$ cat src/rtl/uart_sample_framer.sv
// uart_sample_framer: decimates a sample stream and emits each selected sample
// as an uppercase ASCII-hex line ("XYZ\r\n") through a byte-wide UART tx stage,
// using the tx stage's act/busy handshake. Selected samples that arrive while a
// line is still being sent are discarded and counted in a saturating counter.
module uart_sample_framer #(
    parameter int DATA_W = 12,
    parameter int DECIM  = 1,
    parameter int DROP_W = 16
) (
    input  logic              clk,
    input  logic              rst_n,
    input  logic              sample_valid,
    input  logic [DATA_W-1:0] sample_data,
    output logic              sample_ready,
    output logic              tx_act,
    output logic [7:0]        tx_data,
    input  logic              tx_busy,
    output logic              frame_busy,
    output logic [DROP_W-1:0] drop_cnt
);

    localparam int NIB   = (DATA_W + 3) / 4;
    localparam int LEN   = NIB + 2;
    localparam int PAD_W = NIB * 4;
    localparam int IDX_W = $clog2(LEN);
    localparam int DEC_W = (DECIM > 1) ? $clog2(DECIM) : 1;
    localparam logic [IDX_W-1:0] LAST_IDX = IDX_W'(LEN - 1);

    typedef enum logic [1:0] {
        IDLE,
        PULSE,
        WAIT_HI,
        WAIT_LO
    } state_t;

    state_t            state, state_next;
    logic [IDX_W-1:0]  char_idx, char_idx_next;
    logic              tx_act_next;
    logic [7:0]        tx_data_next;
    logic [DEC_W-1:0]  decim_cnt;
    logic [PAD_W-1:0]  sample_pad;
    logic [PAD_W-1:0]  sample_q;
    logic              selected;
    logic              accept;
    logic              drop;

    // One hex digit to its uppercase ASCII code.
    function automatic logic [7:0] hex_ascii(input logic [3:0] n);
        return (n < 4'd10) ? (8'h30 + {4'h0, n}) : (8'h37 + {4'h0, n});
    endfunction

    // Byte idx of the text line for sample s: digits MSB first, then CR, LF.
    function automatic logic [7:0] line_byte(input logic [PAD_W-1:0] s,
                                             input logic [IDX_W-1:0] idx);
        logic [PAD_W-1:0] shifted;
        int               sh;
        if (idx == IDX_W'(NIB))     return 8'h0D;
        if (idx == IDX_W'(NIB + 1)) return 8'h0A;
        sh      = (NIB - 1 - int'(idx)) * 4;
        shifted = s >> sh;
        return hex_ascii(shifted[3:0]);
    endfunction

    // Top digit is zero-padded when DATA_W is not a multiple of 4.
    assign sample_pad = PAD_W'(sample_data);

    assign selected     = sample_valid && (decim_cnt == '0);
    assign accept       = selected && (state == IDLE);
    assign drop         = selected && (state != IDLE);
    assign frame_busy   = (state != IDLE);
    assign sample_ready = (state == IDLE);

    // Decimation phase: counts every valid beat, regardless of FSM state.
    always_ff @(posedge clk or negedge rst_n) begin
        // NOTE: clocked state uses non-blocking (<=) so every flop samples pre-edge values.
        if (!rst_n) begin
            decim_cnt <= '0;
        end else if (sample_valid) begin
            if (decim_cnt == DEC_W'(DECIM - 1)) decim_cnt <= '0;
            else                                decim_cnt <= decim_cnt + DEC_W'(1);
        end
    end

    // Saturating count of selected samples lost to an in-progress frame.
    always_ff @(posedge clk or negedge rst_n) begin
        if (!rst_n) begin
            drop_cnt <= '0;
        end else if (drop && (drop_cnt != '1)) begin
            drop_cnt <= drop_cnt + DROP_W'(1);
        end
    end

    // Latched sample for the frame being sent.
    always_ff @(posedge clk) begin
        // NOTE: pure data register, no reset: it is only read after an accept has loaded it.
        if (accept) sample_q <= sample_pad;
    end

    // State, character index and registered tx outputs.
    always_ff @(posedge clk or negedge rst_n) begin
        if (!rst_n) begin
            state    <= IDLE;
            char_idx <= '0;
            tx_act   <= 1'b0;
            tx_data  <= 8'h00;
        end else begin
            state    <= state_next;
            char_idx <= char_idx_next;
            tx_act   <= tx_act_next;
            tx_data  <= tx_data_next;
        end
    end

    // Next-state logic; tx_act/tx_data are precomputed for the PULSE cycle.
    always_comb begin
        // NOTE: every output gets a default first so no path can infer a latch.
        state_next    = state;
        char_idx_next = char_idx;
        tx_act_next   = 1'b0;
        tx_data_next  = tx_data;
        case (state)
            IDLE: begin
                if (accept) begin
                    state_next    = PULSE;
                    char_idx_next = '0;
                    tx_act_next   = 1'b1;
                    tx_data_next  = line_byte(sample_pad, '0);
                end
            end
            PULSE: begin
                state_next = WAIT_HI;
            end
            WAIT_HI: begin
                if (tx_busy) state_next = WAIT_LO;
            end
            WAIT_LO: begin
                if (!tx_busy) begin
                    if (char_idx == LAST_IDX) begin
                        state_next = IDLE;
                    end else begin
                        state_next    = PULSE;
                        char_idx_next = char_idx + IDX_W'(1);
                        tx_act_next   = 1'b1;
                        tx_data_next  = line_byte(sample_q, char_idx + IDX_W'(1));
                    end
                end
            end
            default: begin
                state_next = IDLE;
            end
        endcase
    end

endmodule

$ cat config.mk
export PLATFORM = sky130hd
export DESIGN_NAME = uart_sample_framer
export DESIGN_NICKNAME = d
export VERILOG_FILES = /design/src/rtl/uart_sample_framer.sv
export SDC_FILE = /design/constraint.sdc
export NUM_CORES = 1
export LEC_CHECK = 0
export ABC_CLOCK_PERIOD_IN_PS = 4460
export BUFFER_PORTS_ARGS = -buffer_cell sky130_fd_sc_hd__buf_2
export CORE_MARGIN = 1
export CORE_UTILIZATION = 58
export DETAILED_ROUTE_END_ITERATION = 8
export GPL_TIMING_DRIVEN = 0
export PLACE_DENSITY = 0.83
export SYNTH_ARGS = -nofsm -noshare
export SYNTH_HDL_FRONTEND = slang
export SYNTH_SLANG_ARGS = --single-unit
$ cat constraint.sdc
create_clock -name clk -period 4.46 [get_ports clk]
set_clock_uncertainty 0.1 [all_clocks]
set_input_delay 0.892 -clock clk [delete_from_list [all_inputs] [get_ports clk]]
set_output_delay 0.892 -clock clk [all_outputs]
set_load 0.01 [all_outputs]
==> impl_metrics.tcl, run 1 <==
set metrics [dict create \
    synth_warnings 0 \
    ios 43 \
    final_util 0.7079 \
    synth-seq-cells 41 \
    fp.dieH_microns 64.02 \
    rows 22 \
    antenna_cells 0 \
    muxShareOfSynthArea 0.03253 \
    arrival_ns 2.73 \
    finalNonFillerCells 307 \
    synthXorXnorAreaFrac 0.06618 \
    post-place-ws_ns 1.793 \
    crit_path_start_kind "flop" \
    ant_nets 0 \
    antenna_found_initial 0 \
    fp.dieArea_sq_um 4099 \
    end_kind "flop" \
    regToRegSetupSlack_ns 1.78 \
    hold_viol 0 \
    rr_worst_depth 11 \
    synth_compound_area_frac 0.1486 \
    cts_setup_buffers 0 \
    layout_min_cycle_time_ns 2.680 \
    netlist.area_leader.share 0.3253 \
    fmax_mhz 373.2 \
    fin_ws_ns 1.780 \
    path_buf_inv 3 \
    synth_area_sq_um 2231 \
    worstMarginPinSlew_ns 0.6565 \
    grt_start_max_net_pins 30 \
    mostFrequentLayoutCells "buf_2, dfrtp_1, inv_1" \
    dr.pass1.iters 4 \
    grt_pass1_wl_microns 7728 \
    ys_seq_area_frac 0.4868 \
    cts_tree "yes" \
    clk_path_buf_depth 2 \
    fin_setup_tns_ns 0 \
    clkLatencyLatePin_ns 0.30 \
    min_from "tx_data[4]" \
    synthSimpleGateAreaFrac 0.1610 \
    cp_max_fo 10 \
    hold_slack_ns 0.3951 \
    worstReg2RegEnd "tx_data[2]" \
    synthCells 210 \
    slowest_stage "dfrtp_1" \
    yosysUniqueCellTypes 47 \
    drtIter0Drc 157 \
    max_stage_delay_ns 0.38 \
    cp.required_ns 4.51 \
    syn_to_final_growth_pct 17.05 \
    multi_input_area_sq_um 1052 \
    io_buffers 41 \
    dpl-instance-area_sq_um 2496 \
    crit_chain "buf_4, inv_1, ha_1, or2_4, o21ai_2, nand2_1, ha_1, inv_1, and4bb_1, o21ai_1, a41oi_1" \
    dp_hpwl_microns 3291 \
    synth_top_family_by_area "simple AND/OR/NAND/NOR gates" \
    cts_inserted_buffers 5 \
    holdPathStages 2 \
    core_area_sq_um 3689 \
    syn-num-nets 237 \
    final_nets 285 \
    first_global_vias 1765 \
    finalPower_mw 1.702 \
    r2r_start "char_idx[0]" \
    synth_top_cell_by_area "dfrtp_1" \
    initial_core_util 0.6048 \
    viasPerCell 5.661 \
    routedWlPerCell_microns 14.60 \
    status "finished clean" \
    gp_congestion 0.8666 \
    seq_area_sq_um 1086 \
    post-route-period-util 0.6008 \
    powerDensity_nw_per_um2 651.7 \
    synth-main-ff-cell "dfrtp_1" \
    stdcell_area_sq_um 2611 \
    htreeDepth 2 \
    cts_resized 0 \
    synth-edff-count 12 \
    vdd_ir_drop_max_mv 0.4582 \
    setup_violations 0 \
    drc 0 \
    die_w_microns 64.02 \
    synth_area_leaders "dfrtp_1, edfxtp_1, ha_1" \
    cts_root_buffer "clkbuf_8" \
    rsz0062_at_grt "no" \
    synth_fa_ha_area_frac 0.06169 \
    drt-total-wl_microns 4482 \
    max_slew_margin 0.5624 \
    clk_pin_slew_worst_paths_ns 0.09 \
    cp_top_family "simple AND/OR/NAND/NOR gates" \
    grt-ovfl-total 0 \
    drive_gt1_frac 0.2432 \
    clock_sinks 41 \
    maxCapViolCount 0 \
    hold-path-endpoint "tx_data[4]" \
    track_usage 0.2483 \
    dp.cells 299 \
    vias 1738 \
    postCtsHoldBufs 0 \
    synthArstFlopShare 0.7073 \
    critical_path_class "flop to flop" \
    hold_class "flop to flop" \
    avgSynthCellArea_sq_um 10.62 \
    p_leak_nw 1.144 \
    slew_violations 0 \
    final_common_cell "buf_2" \
    fill_cells 303 \
]
-- how the worst max path moves through the flow --
stage / startpoint / to / depth (start not counted)
floorplan: char_idx[0] / tx_data[2] / 11
detailed placement: char_idx[0] / tx_data[2] / 11
global route: char_idx[0] / tx_data[2] / 11
global placement: char_idx[0] / tx_data[6] / 11
CTS: char_idx[0] / tx_data[2] / 11
finish: char_idx[0] / tx_data[2] / 11
-- cell type report --
cell class / instances / share of cell area
Inverter: 16 / 0.02300
Clock inverter: 3 / 0.01773
Sequential cell: 41 / 0.4159
Buffer: 4 / 0.01246
Tap cell: 48 / 0.02300
Multi-Input combinational cell: 149 / 0.4030
Timing Repair Buffer: 41 / 0.07858
Clock buffer: 5 / 0.02635
-- cells by family after synthesis --
group	after synthesis
simple gates	62
compound gates	52
flops	41
buf+inv	20
xor+xnor	16
fa+ha+maj	11
mux	7
other cells	1
-- state kept, by name (all words and copies together) (netlist names) --
| register | cells |
|---|---|
| drop_cnt | 16 |
| char_idx | 3 |
| sample_q | 12 |
| state | 2 |
| tx_data | 7 |
| tx_act | 1 |
-- synthesized netlist by cell type (4+ instances only) --
| library cell | number |
|---|---|
| dfrtp_1 | 29 |
| inv_1 | 16 |
| nand2_1 | 14 |
| a21oi_1 | 13 |
| edfxtp_1 | 12 |
| xnor2_1 | 12 |
| ha_1 | 11 |
| nor2_1 | 9 |
| a31oi_1 | 7 |
| nand3_1 | 7 |
| nand4_1 | 7 |
| o211ai_1 | 6 |
| o21ai_0 | 6 |
| o21ai_1 | 6 |
| mux2i_1 | 5 |
| o21ai_2 | 4 |
-- tightest hold or removal path, stage by stage, from the launching register on --
cell,delay (ns)
dfrtp_1,0.35
nand2_1,0.05
o211ai_1,0.07
-- layer usage --
metal  global-route usage  vias up  part of all wire
met4              0.07670        0             0.015
met5                    0        -                 0
met1               0.2908      830              0.43
met2               0.4428       41              0.51
li1                     -      859                 -
met3              0.06250        8             0.044
-- report_power, final --
part | switching, mW | leakage [nW] | internal, mW | total (mW)
logic | 0.472 | 0.615 | 0.343 | 0.815
clock network | 0.136 | 0.0543 | 0.167 | 0.303
registers | 0.0791 | 0.475 | 0.505 | 0.584
total | 0.687 | 1.14 | 1.01 | 1.70
Power figures use the tool's default switching activity.
==> inputs of run 2 (changes only) <==
ABC_CLOCK_PERIOD_IN_PS = 2370   (was 4460)
CORE_UTILIZATION = 50   (was 58)
PLACE_DENSITY = 0.76   (was 0.83)
clock period = 2.37 ns   (was 4.46 ns; I/O delays follow)
==> run 2 against run 1 <==
Final cell count up 2.9%. Sequential power up 90%. Register-to-register slack worse by 1.7 ns. Global-route usage down 2.5 points. Via count up 4.1%. Routed wire length up 11%. Sequential share of layout area down 2.0 points.
==> impl_metrics.tcl, run 2 (synthesis gave the netlist of run 1 again) <==
set metrics [dict create \
    rsz0062_at_grt "yes" \
    crit_top_cell "o211ai_1" \
    fill_cells 324 \
    largest_reg_flops 16 \
    end_kind "flop" \
    antenna_cells 0 \
    vdd_ir_drop_max_mv 0.7271 \
    core_area_sq_um 4144 \
    cts_root_buffer "clkbuf_8" \
    r2r_start "char_idx[0]" \
    slew_violations 0 \
    max_stage_delay_ns 0.38 \
    dp_hpwl_microns 3299 \
    routedWlPerCell_microns 15.72 \
    clock_sinks 41 \
    mostFrequentLayoutCells "buf_2, dfrtp_1, inv_1" \
    status "finished clean" \
    cp.required_ns 2.48 \
    fp.dieH_microns 68.80 \
    worstMarginPinSlew_ns 0.6289 \
    hold_slack_ns 0.08497 \
    regToRegSetupSlack_ns 0.06 \
    critical_path_class "flop to flop" \
    registers.top_by_ff_count "drop_cnt" \
    initial_core_util 0.5383 \
    ios 43 \
    cp_max_fo 7 \
    post-route-period-util 0.9757 \
    track_usage 0.2236 \
    maxCapViolCount 0 \
    die_w_microns 68.80 \
    worstReg2RegEnd "tx_data[4]" \
    path_buf_inv 3 \
    viasPerCell 5.725 \
    drt-total-wl_microns 4969 \
    dp.cells 301 \
    grt_start_max_net_pins 30 \
    crit_chain "buf_6, clkinvlp_4, ha_4, o211ai_1, o21ai_4, nand2_2, ha_2, inv_1, a21o_1, a311o_1, o211ai_1" \
    p_leak_nw 1.176 \
    hold_viol 0 \
    rr_worst_depth 11 \
    io_buffers 41 \
    vias 1809 \
    arrival_ns 2.43 \
    final_nets 292 \
    clk_pin_slew_worst_paths_ns 0.07 \
    postCtsHoldBufs 0 \
    fp.dieArea_sq_um 4733 \
    clkLatencyLatePin_ns 0.30 \
    hold_class "primary input to async pin" \
    ant_nets 0 \
    fin_setup_tns_ns 0 \
    clk_path_buf_depth 2 \
    rows 23 \
    slowest_stage "dfrtp_1" \
    max_slew_margin 0.5807 \
    syn_to_final_growth_pct 23.16 \
    dr.pass1.iters 4 \
    antenna_found_initial 0 \
    htreeDepth 2 \
    setup_violations 0 \
    grt-ovfl-total 0 \
    drive_gt1_frac 0.3120 \
    first_global_vias 1728 \
    drc 0 \
    cts_inserted_buffers 5 \
    fmax_mhz 432.4 \
    drtIter0Drc 141 \
    powerDensity_nw_per_um2 1206 \
    layout_min_cycle_time_ns 2.312 \
    finalNonFillerCells 316 \
    top_regs "drop_cnt: 16 flops, sample_q: 12 flops, tx_data: 7 flops" \
    gp_congestion 0.8208 \
    final_common_cell "buf_2" \
    cp_top_family "compound AO/OA/AOI/OAI gates" \
    crit_path_start_kind "flop" \
    grt_pass1_wl_microns 7569 \
    crit_path_start "char_idx[0]" \
    cts_tree "yes" \
]
run 2: cell count changes in the layout (fill, tap and decap cells not counted), moves of 2 or more:
| cell | change |
|---|---|
| ha_4 | +2 |
| ha_2 | +4 |
| buf_4 | +5 |
| clkinv_2 | +2 |
| buf_6 | +2 |
| ha_1 | -6 |
| o21ai_4 | +2 |
run 2: cell type report:
class | instances | area, sq um | area share
clock buffers | 6 | 72.57 | 0.02641
repair buffers | 48 | 261.5 | 0.09517
flip-flops and latches | 41 | 1087 | 0.3957
clock inverters | 2 | 10.01 | 0.003643
inverters | 16 | 63.81 | 0.02322
plain buffers | 4 | 36.28 | 0.01321
multi-input cells | 149 | 1154 | 0.4199
well taps | 50 | 62.56 | 0.02277
run 2: routing by layer:
metal | vias to the layer above | track usage | part of all wire
li1 | 875 | - | -
met5 | - | 0 | 0
met3 | 13 | 0.05757 | 0.062
met4 | 0 | 0.1250 | 0.027
met2 | 72 | 0.3738 | 0.51
met1 | 849 | 0.2603 | 0.41
run 2: worst max path at each step:
stage	to	cells after the start	slack (ns)
3_3_place_gp	tx_data[6]	11	-0.28
6_report	tx_data[4]	11	0.06
4_1_cts	tx_data[4]	11	0.01
2_1_floorplan	tx_data[2]	11	0.003
5_1_grt	tx_data[4]	11	-0.06
3_5_place_dp	tx_data[6]	11	-0.35
run 2: report_power, final:
part / internal (mW) / switching [mW]
sequential: 0.951 / 0.159
clock: 0.204 / 0.246
combinational: 0.773 / 0.980
total: 1.93 / 1.39
run 2: per-stage QoR:
step           power [mW]  utilization  area (sq um)  setup slack [ns]
2_1_floorplan       2.218            -          2238          0.002898
3_3_place_gp        2.603       0.6048          2506           -0.2803
3_5_place_dp        2.647       0.6048          2506           -0.3525
4_1_cts             3.221       0.6473          2683          0.009572
5_1_grt             3.564       0.6630          2748          -0.06224
6_report            3.314       0.6630          2748           0.05758
run 2: worst register-to-register path, cell delays in order (launching register included):
cell,delay [ns]
dfrtp_1,0.38
buf_6,0.12
clkinvlp_4,0.15
ha_4,0.23
o211ai_1,0.31
o21ai_4,0.11
nand2_2,0.08
ha_2,0.17
inv_1,0.05
a21o_1,0.17
a311o_1,0.27
o211ai_1,0.09
run 2: repair_timing:
item	4_1_cts	5_1_grt
endpoints found under the setup margin	6	6
hold endpoints to repair	0	0
cloned	0	0
gates resized for setup	9	13
pin swaps	3	8
setup buffers	6	1
